[config.mk]
export PLATFORM = sky130hd
export DESIGN_NAME = mac_seq
export DESIGN_NICKNAME = d
export VERILOG_FILES = /design/src/rtl/gcn_pkg.sv /design/src/rtl/mac_pipe.sv /design/src/rtl/mac_seq.sv
export SDC_FILE = /design/constraint.sdc
export NUM_CORES = 2
export LEC_CHECK = 0
export ABC_CLOCK_PERIOD_IN_PS = 22000
export CORE_MARGIN = 2
export CORE_UTILIZATION = 71
export CTS_CLUSTER_DIAMETER = 60
export DETAILED_ROUTE_END_ITERATION = 7
export GPL_TIMING_DRIVEN = 0
export PLACE_DENSITY = 0.92
export SYNTH_ARGS = -nofsm -noshare
export SYNTH_HDL_FRONTEND = slang
export SYNTH_SLANG_ARGS = --single-unit
[constraint.sdc]
create_clock -name clock -period 22 [get_ports clock]
set_clock_uncertainty 0.1 [all_clocks]
set_input_delay 6.6 -clock clock [delete_from_list [all_inputs] [get_ports clock]]
set_output_delay 6.6 -clock clock [all_outputs]
set_load 0.02 [all_outputs]
[src/rtl/gcn_pkg.sv]
// Shared types, sizes and the saturation helper for the MAC compute sequencer.
// Contents: bank/operand sizes, the derived accumulator width, the sequencer
// state enum, the per-issue pipeline tag, and sat_to_width().
package gcn_pkg;

  localparam int unsigned BATCH_SIZE   = 128;
  localparam int unsigned DATA_WIDTH   = 32;
  localparam int unsigned WGT_DEPTH    = BATCH_SIZE;
  localparam int unsigned ACT_DEPTH    = BATCH_SIZE;
  localparam int unsigned ACC_WIDTH    = 2 * DATA_WIDTH + $clog2(BATCH_SIZE);

  localparam int unsigned WGT_AW       = $clog2(WGT_DEPTH);
  localparam int unsigned ACT_AW       = $clog2(ACT_DEPTH);
  localparam int unsigned VLEN_W       = WGT_AW + 1;
  localparam int unsigned NOUT_W       = ACT_AW + 1;
  localparam int unsigned PROD_W       = 2 * DATA_WIDTH;
  localparam int unsigned DRAIN_CYCLES = 3;

  // Clamp bounds expressed at accumulator width.
  localparam logic signed [ACC_WIDTH-1:0] SAT_MAX =
    {{(ACC_WIDTH - DATA_WIDTH + 1){1'b0}}, {(DATA_WIDTH - 1){1'b1}}};
  localparam logic signed [ACC_WIDTH-1:0] SAT_MIN =
    {{(ACC_WIDTH - DATA_WIDTH + 1){1'b1}}, {(DATA_WIDTH - 1){1'b0}}};

  typedef enum logic [2:0] {
    IDLE,
    RUN,
    DRAIN,
    DONE,
    ERR
  } mac_state_t;

  // Tag carried alongside each issued element through the pipeline.
  typedef struct packed {
    logic              first;
    logic              last;
    logic [ACT_AW-1:0] row;
  } mac_tag_t;

  // Clamp a signed accumulator value into the signed DATA_WIDTH range.
  function automatic logic [DATA_WIDTH-1:0] sat_to_width(
    input logic signed [ACC_WIDTH-1:0] v
  );
    logic [DATA_WIDTH-1:0] r;
    if (v > SAT_MAX) begin
      r = {1'b0, {(DATA_WIDTH - 1){1'b1}}};
    end else if (v < SAT_MIN) begin
      r = {1'b1, {(DATA_WIDTH - 1){1'b0}}};
    end else begin
      r = DATA_WIDTH'(v);
    end
    return r;
  endfunction

endpackage

[src/rtl/mac_pipe.sv]
// Product / accumulate / write-back pipeline behind the sequencer's read issue.
// Ports:
//   clock, reset         clock and asynchronous active-high reset
//   iss_valid, iss_tag   element issued this cycle (reads in flight) and its tag
//   out_base             first result address for the current pass
//   wgt_rdata, act_rdata operands, valid one cycle after issue
//   act_wen/waddr/wdata  registered result write, three cycles after the
//                        last element of a row was issued
module mac_pipe
  import gcn_pkg::*;
(
  input  logic                  clock,
  input  logic                  reset,
  input  logic                  iss_valid,
  input  mac_tag_t              iss_tag,
  input  logic [ACT_AW-1:0]     out_base,
  input  logic [DATA_WIDTH-1:0] wgt_rdata,
  input  logic [DATA_WIDTH-1:0] act_rdata,
  output logic                  act_wen,
  output logic [ACT_AW-1:0]     act_waddr,
  output logic [DATA_WIDTH-1:0] act_wdata
);

  logic                         s1_valid_q, s1_valid_d;
  mac_tag_t                     s1_tag_q,   s1_tag_d;
  logic                         s2_valid_q, s2_valid_d;
  mac_tag_t                     s2_tag_q,   s2_tag_d;
  logic signed [PROD_W-1:0]     s2_prod_q,  s2_prod_d;
  logic signed [ACC_WIDTH-1:0]  acc_q,      acc_d;
  logic                         wen_q,      wen_d;
  logic [ACT_AW-1:0]            waddr_q,    waddr_d;
  logic [DATA_WIDTH-1:0]        wdata_q,    wdata_d;

  logic signed [PROD_W-1:0]     prod_c;
  logic signed [ACC_WIDTH-1:0]  prod_ext_c;

  // Stage next-state: tag delay, signed multiply, accumulate, saturate on row end.
  always_comb begin
    s1_valid_d = iss_valid;
    s1_tag_d   = iss_tag;
    s2_valid_d = s1_valid_q;
    s2_tag_d   = s1_tag_q;
    s2_prod_d  = s2_prod_q;
    acc_d      = acc_q;
    wen_d      = 1'b0;
    waddr_d    = '0;
    wdata_d    = '0;

    prod_c     = PROD_W'($signed(wgt_rdata)) * PROD_W'($signed(act_rdata));
    prod_ext_c = ACC_WIDTH'(s2_prod_q);

    if (s1_valid_q) begin
      s2_prod_d = prod_c;
    end

    // First element of a row restarts the sum instead of adding to it.
    if (s2_valid_q) begin
      acc_d = s2_tag_q.first ? prod_ext_c : acc_q + prod_ext_c;
    end

    if (s2_valid_q && s2_tag_q.last) begin
      wen_d   = 1'b1;
      waddr_d = out_base + s2_tag_q.row;
      wdata_d = sat_to_width(acc_d);
    end
  end

  always_ff @(posedge clock or posedge reset) begin
    if (reset) begin
      s1_valid_q <= 1'b0;
      s1_tag_q   <= '0;
      s2_valid_q <= 1'b0;
      s2_tag_q   <= '0;
      s2_prod_q  <= '0;
      acc_q      <= '0;
      wen_q      <= 1'b0;
      waddr_q    <= '0;
      wdata_q    <= '0;
    end else begin
      s1_valid_q <= s1_valid_d;
      s1_tag_q   <= s1_tag_d;
      s2_valid_q <= s2_valid_d;
      s2_tag_q   <= s2_tag_d;
      s2_prod_q  <= s2_prod_d;
      acc_q      <= acc_d;
      wen_q      <= wen_d;
      waddr_q    <= waddr_d;
      wdata_q    <= wdata_d;
    end
  end

  assign act_wen   = wen_q;
  assign act_waddr = waddr_q;
  assign act_wdata = wdata_q;

endmodule

[src/rtl/mac_seq.sv]
// MAC compute sequencer: streams a weight vector against NUM rows of
// activations from the global buffer and writes saturated dot products back.
// Ports:
//   clock, reset            clock and asynchronous active-high reset
//   start, cfg_*            pass request and its config, sampled only in IDLE
//   busy                    high in every state except IDLE
//   wgt_ren/raddr/rdata     weight bank read (1-cycle read latency)
//   act_ren/raddr/rdata     activation bank read (1-cycle read latency)
//   act_wen/waddr/wdata     result write into the activation write bank
//   mac_done, cfg_err       one-cycle completion pulse; cfg_err marks a rejected config
module mac_seq
  import gcn_pkg::*;
(
  input  logic                  clock,
  input  logic                  reset,
  input  logic                  start,
  input  logic [VLEN_W-1:0]     cfg_vec_len,
  input  logic [NOUT_W-1:0]     cfg_num_out,
  input  logic [ACT_AW-1:0]     cfg_out_base,
  output logic                  busy,
  output logic                  wgt_ren,
  output logic [WGT_AW-1:0]     wgt_raddr,
  input  logic [DATA_WIDTH-1:0] wgt_rdata,
  output logic                  act_ren,
  output logic [ACT_AW-1:0]     act_raddr,
  input  logic [DATA_WIDTH-1:0] act_rdata,
  output logic                  act_wen,
  output logic [ACT_AW-1:0]     act_waddr,
  output logic [DATA_WIDTH-1:0] act_wdata,
  output logic                  mac_done,
  output logic                  cfg_err
);

  localparam int unsigned CFG_PW = VLEN_W + NOUT_W;
  localparam int unsigned SPAN_W = NOUT_W + 1;

  mac_state_t          state_q,    state_d;
  logic [VLEN_W-1:0]   vec_len_q,  vec_len_d;
  logic [NOUT_W-1:0]   num_out_q,  num_out_d;
  logic [ACT_AW-1:0]   out_base_q, out_base_d;
  logic [WGT_AW-1:0]   i_q,        i_d;
  logic [ACT_AW-1:0]   j_q,        j_d;
  logic [ACT_AW-1:0]   act_addr_q, act_addr_d;
  logic [1:0]          drain_q,    drain_d;
  logic                ren_q,      ren_d;
  logic                busy_q,     busy_d;
  logic                done_q,     done_d;
  logic                err_q,      err_d;

  logic [CFG_PW-1:0]   cfg_total_c;
  logic [SPAN_W-1:0]   cfg_span_c;
  logic                cfg_illegal_c;
  logic                last_elem_c;
  logic                last_row_c;
  mac_tag_t            iss_tag_c;

  // Config legality: non-empty, fits the weight bank, and fits the activation bank.
  always_comb begin
    cfg_total_c   = CFG_PW'(cfg_vec_len) * CFG_PW'(cfg_num_out);
    cfg_span_c    = SPAN_W'(cfg_out_base) + SPAN_W'(cfg_num_out);
    cfg_illegal_c = (cfg_vec_len == '0) ||
                    (cfg_num_out == '0) ||
                    (cfg_vec_len > VLEN_W'(WGT_DEPTH)) ||
                    (cfg_total_c > CFG_PW'(ACT_DEPTH)) ||
                    (cfg_span_c  > SPAN_W'(ACT_DEPTH));
  end

  assign last_elem_c = (VLEN_W'(i_q) == (vec_len_q - VLEN_W'(1)));
  assign last_row_c  = (NOUT_W'(j_q) == (num_out_q - NOUT_W'(1)));

  // Next state, counters and the registered state-decoded outputs.
  always_comb begin
    state_d    = state_q;
    vec_len_d  = vec_len_q;
    num_out_d  = num_out_q;
    out_base_d = out_base_q;
    i_d        = i_q;
    j_d        = j_q;
    act_addr_d = act_addr_q;
    drain_d    = drain_q;

    case (state_q)
      IDLE: begin
        if (start) begin
          vec_len_d  = cfg_vec_len;
          num_out_d  = cfg_num_out;
          out_base_d = cfg_out_base;
          i_d        = '0;
          j_d        = '0;
          act_addr_d = '0;
          state_d    = cfg_illegal_c ? ERR : RUN;
        end
      end
      RUN: begin
        // act_addr tracks row_base + i, i.e. the linear issue count.
        act_addr_d = act_addr_q + ACT_AW'(1);
        if (last_elem_c) begin
          i_d = '0;
          if (last_row_c) begin
            j_d        = '0;
            act_addr_d = '0;
            drain_d    = '0;
            state_d    = DRAIN;
          end else begin
            j_d = j_q + ACT_AW'(1);
          end
        end else begin
          i_d = i_q + WGT_AW'(1);
        end
      end
      DRAIN: begin
        if (drain_q == 2'(DRAIN_CYCLES - 1)) begin
          drain_d = '0;
          state_d = DONE;
        end else begin
          drain_d = drain_q + 2'd1;
        end
      end
      DONE:    state_d = IDLE;
      ERR:     state_d = IDLE;
      default: state_d = IDLE;
    endcase

    ren_d  = (state_d == RUN);
    busy_d = (state_d != IDLE);
    done_d = (state_d == DONE) || (state_d == ERR);
    err_d  = (state_d == ERR);
  end

  always_ff @(posedge clock or posedge reset) begin
    if (reset) begin
      state_q    <= IDLE;
      vec_len_q  <= '0;
      num_out_q  <= '0;
      out_base_q <= '0;
      i_q        <= '0;
      j_q        <= '0;
      act_addr_q <= '0;
      drain_q    <= '0;
      ren_q      <= 1'b0;
      busy_q     <= 1'b0;
      done_q     <= 1'b0;
      err_q      <= 1'b0;
    end else begin
      state_q    <= state_d;
      vec_len_q  <= vec_len_d;
      num_out_q  <= num_out_d;
      out_base_q <= out_base_d;
      i_q        <= i_d;
      j_q        <= j_d;
      act_addr_q <= act_addr_d;
      drain_q    <= drain_d;
      ren_q      <= ren_d;
      busy_q     <= busy_d;
      done_q     <= done_d;
      err_q      <= err_d;
    end
  end

  // Tag for the element whose reads are issued this cycle.
  always_comb begin
    iss_tag_c       = '0;
    iss_tag_c.first = (i_q == '0);
    iss_tag_c.last  = last_elem_c;
    iss_tag_c.row   = j_q;
  end

  mac_pipe u_pipe (
    .clock     (clock),
    .reset     (reset),
    .iss_valid (ren_q),
    .iss_tag   (iss_tag_c),
    .out_base  (out_base_q),
    .wgt_rdata (wgt_rdata),
    .act_rdata (act_rdata),
    .act_wen   (act_wen),
    .act_waddr (act_waddr),
    .act_wdata (act_wdata)
  );

  assign busy      = busy_q;
  assign wgt_ren   = ren_q;
  assign act_ren   = ren_q;
  assign wgt_raddr = i_q;
  assign act_raddr = act_addr_q;
  assign mac_done  = done_q;
  assign cfg_err   = err_q;

endmodule

After elaboration in Yosys (flattened, before gate mapping)
Index checks and enable logic that the tools add are counted.
Storage, ports and cells
  register bits: 248
  input bits: 90
  logic and storage cells: 95
Operators by class
  add/subtract/negate cells: 9
  $mul: 2
  $lt $le $gt $ge: 5
  equality and inequality tests: 11
  muxes and demuxes: 26
  reduce and logical (&&, ||, !) cells: 17
Operators by type and width (count)
  71-bit two-way mux: 2
  32-bit two-way mux: 3
  71-bit by 64-bit adder with 71-bit output: 1
  71-bit by 32-bit > comparator with 1-bit output, second input constant: 1
  71-bit by 32-bit < comparator with 1-bit output, second input constant: 1
  32-bit by 32-bit multiplier with 64-bit output: 1
  7-bit two-way mux: 7
  7-bit case mux with 2 select lines: 3
  7-bit by 1-bit adder with 7-bit output, second input constant: 3
  7-bit by 8-bit equality test with 1-bit output: 2
  16-bit by 8-bit > comparator with 1-bit output, second input constant: 1
  8-bit zero test: 2
  8-bit by 8-bit multiplier with 16-bit output: 1
  8-bit by 1-bit subtractor with 8-bit output, second input constant: 2
  3-bit two-way mux: 5
  7-bit by 8-bit adder with 9-bit output: 1
  9-bit by 8-bit > comparator with 1-bit output, second input constant: 1
  3-bit case mux with 3 select lines: 1
  8-bit > comparator, second input constant: 1
  7-bit adder: 1
  7-bit zero test: 1
  3-bit by 1-bit equality test with 1-bit output, second input constant: 2
  3-bit by 2-bit equality test with 1-bit output, second input constant: 2
  2-bit two-way mux: 3
  13 further kinds: 22

Depth between registers and ports, before layout
  depth after elaboration: 10
  depth in mapped cells: 32

Modules after synthesis
A second synthesis with hierarchy kept.
Second synthesis, totals
  cell total of the unflattened synthesis: 5876
  area total of the unflattened synthesis: 54422.2 um^2
Modules (own cells, without submodules)
  mac_pipe: times used 1, cells each 5252, area each 49035.8 um^2
  mac_seq: times used 1, cells each 624, area each 5386.4 um^2

Worst setup path before layout
Ideal clock, no wire load.
  path kind: input to register
  from: in wgt_rdata[31]
  to: reg u_pipe.s2_prod_q[62]
  setup time: 131 ps
  arrival: 14167 ps
  required time: 21769 ps
  setup slack: 7602 ps
  stages: 27
  buffers on the path: 1
  path through: clkbuf_1 -> nand2_1 -> inv_1 -> fa_1 -> fa_1 -> fa_1 -> fa_1 -> inv_1 -> fa_1 -> inv_1 -> fa_1 -> inv_1 -> fa_1 -> inv_1 -> fa_1 -> ha_1 -> a21oi_1 -> nor2b_1 -> o21ai_0 -> nand2b_1 -> or3_1 -> a211oi_1 -> o31a_1 -> or3_1 -> a31o_2 -> and4_1 -> or3_1
Between the ends
  cells in the longest elaborated chain, start to end: 1
Ends and longest elaborated chain
  start: declaration: RTL line mac_seq.sv:23  | input logic [DATA_WIDTH-1:0] wgt_rdata,
  32-bit by 32-bit multiplier with 64-bit output: RTL line mac_pipe.sv:49  | prod_c = PROD_W'($signed(wgt_rdata)) * PROD_W'($signed(act_rdata));
  end signal: assignment: RTL line mac_pipe.sv:84  | s2_prod_q <= s2_prod_d;
  end: declaration: RTL line mac_pipe.sv:28  | logic signed [PROD_W-1:0] s2_prod_q, s2_prod_d;
No other way between the ends.
A chain may end at the register's enable or synchronous reset.

Final worst setup path
  from: in act_rdata[5]
  to: reg u_pipe.s2_prod_q[58]
Between the ends
  cells in the longest elaborated chain, start to end: 1
Ends and longest elaborated chain
  start: declaration: RTL line mac_seq.sv:26  | input logic [DATA_WIDTH-1:0] act_rdata,
  32-bit by 32-bit multiplier with 64-bit output: RTL line mac_pipe.sv:49
No other way between the ends.

==> results.sh <==
export IMPL_cts_path_max_buffers=3
export IMPL_whs_endpoint="u_pipe.s2_tag_q[6]$_DFF_PP0_"
export IMPL_outcome="finished, violations left"
export IMPL_r2r_start="u_pipe.s2_prod_q[0]$_DFFE_PP0P_"
export IMPL_dpl_hpwl_um=155000
export IMPL_hold_depth=0
export IMPL_ff_latch_area_mm2=0.00621
export IMPL_r2r_slack_ps=15660
export IMPL_period_needed_ps=17120
export IMPL_layout_common_cells="fa_1 (1120), inv_1 (1065), nand2_1 (704)"
export IMPL_numClockSinks=248
export IMPL_place_port_buffers=140
export IMPL_avgSynthCellArea_um2=9.28
export IMPL_clk_root_buffer_cell="clkbuf_16"
export IMPL_path_clk_slew_ps=80
export IMPL_crit_top_cell="fa_1"
export IMPL_critPathSlowestCell="fa_1"
export IMPL_fillerInstances=4930
export IMPL_cts_resized=0
export IMPL_grt_total_usage_pct=52.0
export IMPL_synth_fp_nets=7244
export IMPL_synth_top_flop_cell="dfrtp_1"
export IMPL_die_width_um=278
export IMPL_die_height_um=278
export IMPL_tns_ps=0
export IMPL_violations="DRC"
export IMPL_final_cell_area_mm2=0.0566
export IMPL_num_rows=100
export IMPL_async_reset_ff_share_pct=100
export IMPL_grt_pass1_vias=48771
export IMPL_area_growth_pct=6.42
export IMPL_worstPathArrival_ps=17500
export IMPL_ctsHoldBuffers=0
export IMPL_cp_data_required_time_ps=22380
export IMPL_critPathMaxStageDelay_ps=930
export IMPL_synth_area_mm2=0.0531
export IMPL_antenna_found_initial=22
export IMPL_period_share_pct=77.8
export IMPL_ys_warn_count=0
export IMPL_drt_iter0_drc=5952
export IMPL_synth_distinct_cells=87
export IMPL_viasPerCell=6.63
export IMPL_finalWirelength_um=195000
export IMPL_cp_max_fo=10
export IMPL_path_class="input pin to flip-flop"
export IMPL_max_cap_violations=0
export IMPL_place_gp_congestion=1.06
export IMPL_cts_tree="built"
export IMPL_reg2reg_depth=17
export IMPL_start_util_pct=71.5
export IMPL_grt_max_degree=130
export IMPL_finalMaxSlewViolations=0
export IMPL_yosysSeqAreaShare_pct=11.7
export IMPL_mostFrequentLayoutCell="fa_1"
export IMPL_ys_seq_elements=248
export IMPL_synth_enable_flop_cells=0
export IMPL_multi_input_area_mm2=0.0418
export IMPL_worstReg2RegEnd="u_pipe.act_wdata[7]$_DFF_PP0_"
export IMPL_via_count=45671
export IMPL_setup_viol=0
export IMPL_drc=27
export IMPL_postCtsSetupBuffers=0
export IMPL_finalHoldViolCount=0
export IMPL_firstDrtPassIters=8
export IMPL_worst_pin_slew_ps=1470
export IMPL_htreeDepth=1
export IMPL_start_kind="input pin"
export IMPL_synthCells=5724
export IMPL_hold_path_class="flip-flop to flip-flop"
export IMPL_min_from="u_pipe.s1_tag_q[6]$_DFF_PP0_"
export IMPL_numCtsBuffers=22
export IMPL_rsz0062_at_grt="no"
export IMPL_clock_latency_ps=550
export IMPL_nNetsFinal=7409
export IMPL_core_region_area_mm2=0.0743
export IMPL_wire_per_inst_um=28.2
export IMPL_dpl_cell_area_mm2=0.0558
export IMPL_slew_limit_headroom_pct=2.28
export IMPL_grt_pass1_wl_um=293000
export IMPL_end_kind="flip-flop"
export IMPL_dieArea_mm2=0.0771
export IMPL_io_pins=149
export IMPL_clock_fmax_ghz=0.0584
export IMPL_drive_above_1_share_pct=3.12
export IMPL_grt_remaining_overflow=0
export IMPL_drtAntennaViolNets=0
## critical path: cells and delay by family
family                   cells  cell delay [ps]
AND/OR/NAND/NOR              6             1100
adder cells (fa/ha/maj)      9             4740
multiplexers                 1              250
AO/OA/AOI/OAI                4             1190
XOR/XNOR                     1              430
buffers and inverters        9             3170
## cell type report
cell class	count	share of cell area (%)
antenna	17	0.0752
timing repair buffer	141	2.53
buffer	293	1.99
multi-input combinational	4115	73.9
clock inverter	7	0.135
inverter	1068	7.10
sequential	248	11.0
tap	969	2.14
clock buffer	32	1.13
## kinds of logic (layout without fill, tap and decap cells)
family	after synthesis	in the layout	share of synthesized area (%)
compound gates	639	639	7.67
xor+xnor	161	161	2.65
fa+ha+maj	1430	1430	49.5
buf+inv	1361	1541	9.66
flops	248	248	11.7
mux	94	94	1.95
other cells	0	17	0
simple gates	1791	1791	16.9
## worst max-delay path by stage
stage | startpoint | endpoint | slack, ps | cells after the start
2_1_floorplan | wgt_rdata[31] | u_pipe.s2_prod_q[62]$_DFFE_PP0P_ | 7600 | 27
3_3_place_gp | wgt_rdata[23] | u_pipe.s2_prod_q[62]$_DFFE_PP0P_ | 5300 | 25
3_5_place_dp | act_rdata[5] | u_pipe.s2_prod_q[62]$_DFFE_PP0P_ | 4990 | 30
4_1_cts | act_rdata[5] | u_pipe.s2_prod_q[62]$_DFFE_PP0P_ | 5420 | 30
5_1_grt | act_rdata[5] | u_pipe.s2_prod_q[62]$_DFFE_PP0P_ | 4940 | 30
6_report | act_rdata[5] | u_pipe.s2_prod_q[58]$_DFFE_PP0P_ | 4880 | 30
## metrics by stage
step / hold slack, ps / util (%) / setup slack (ps) / instances
floorplan: 231 / - / 7600 / 5724
global placement: 231 / 75.0 / 5300 / 6833
detailed placement: 237 / 75.1 / 4990 / 6834
CTS: 253 / 76.0 / 5420 / 6873
global route: 257 / 76.0 / 4940 / 6873
finish: 258 / 76.1 / 4880 / 6890
## flip-flops by register name, summed over array words and instances, names as in the netlist
| name | cells |
|---|---|
| act_raddr | 7 |
| act_ren | 1 |
| busy | 1 |
| cfg_err | 1 |
| drain_q | 2 |
| j_q | 7 |
| mac_done | 1 |
| num_out_q | 8 |
| out_base_q | 7 |
| state_q | 3 |
| u_pipe.acc_q | 71 |
| u_pipe.act_waddr | 7 |
| u_pipe.act_wdata | 32 |
| u_pipe.act_wen | 1 |
| u_pipe.s1_tag_q | 9 |
| u_pipe.s1_valid_q | 1 |
| u_pipe.s2_prod_q | 64 |
| u_pipe.s2_tag_q | 9 |
| u_pipe.s2_valid_q | 1 |
| vec_len_q | 8 |
| wgt_raddr | 7 |
## metal layers
| layer | GRT usage [%] | part of all wire (%) | up-vias |
|---|---|---|---|
| met5 | 0 | 0.037 | - |
| met4 | 37.4 | 9.6 | 8 |
| met3 | 16.3 | 14 | 1331 |
| met2 | 77.3 | 43 | 4150 |
| met1 | 64.8 | 33 | 22284 |
| li1 | - | - | 17898 |
## synth_stat cells (all sizes together) (28+ instances only)
cell type	count	area, µm²
fa	1121	22400
inv	1066	4000
nand2	704	2640
and2	553	3460
ha	309	3870
clkbuf	279	1050
dfrtp	248	6210
a21oi	221	1120
nor2	200	751
o21ai	144	732
xnor2	121	1060
nand3	116	731
mux2	78	878
a21o	60	450
and3	42	263
xor2	40	350
nand4	34	213
nor3	30	155
o21a	29	218
o21bai	28	210
Power is not shown: default switching activity piles up to over one toggle a cycle in this logic, so the estimate is an artifact.
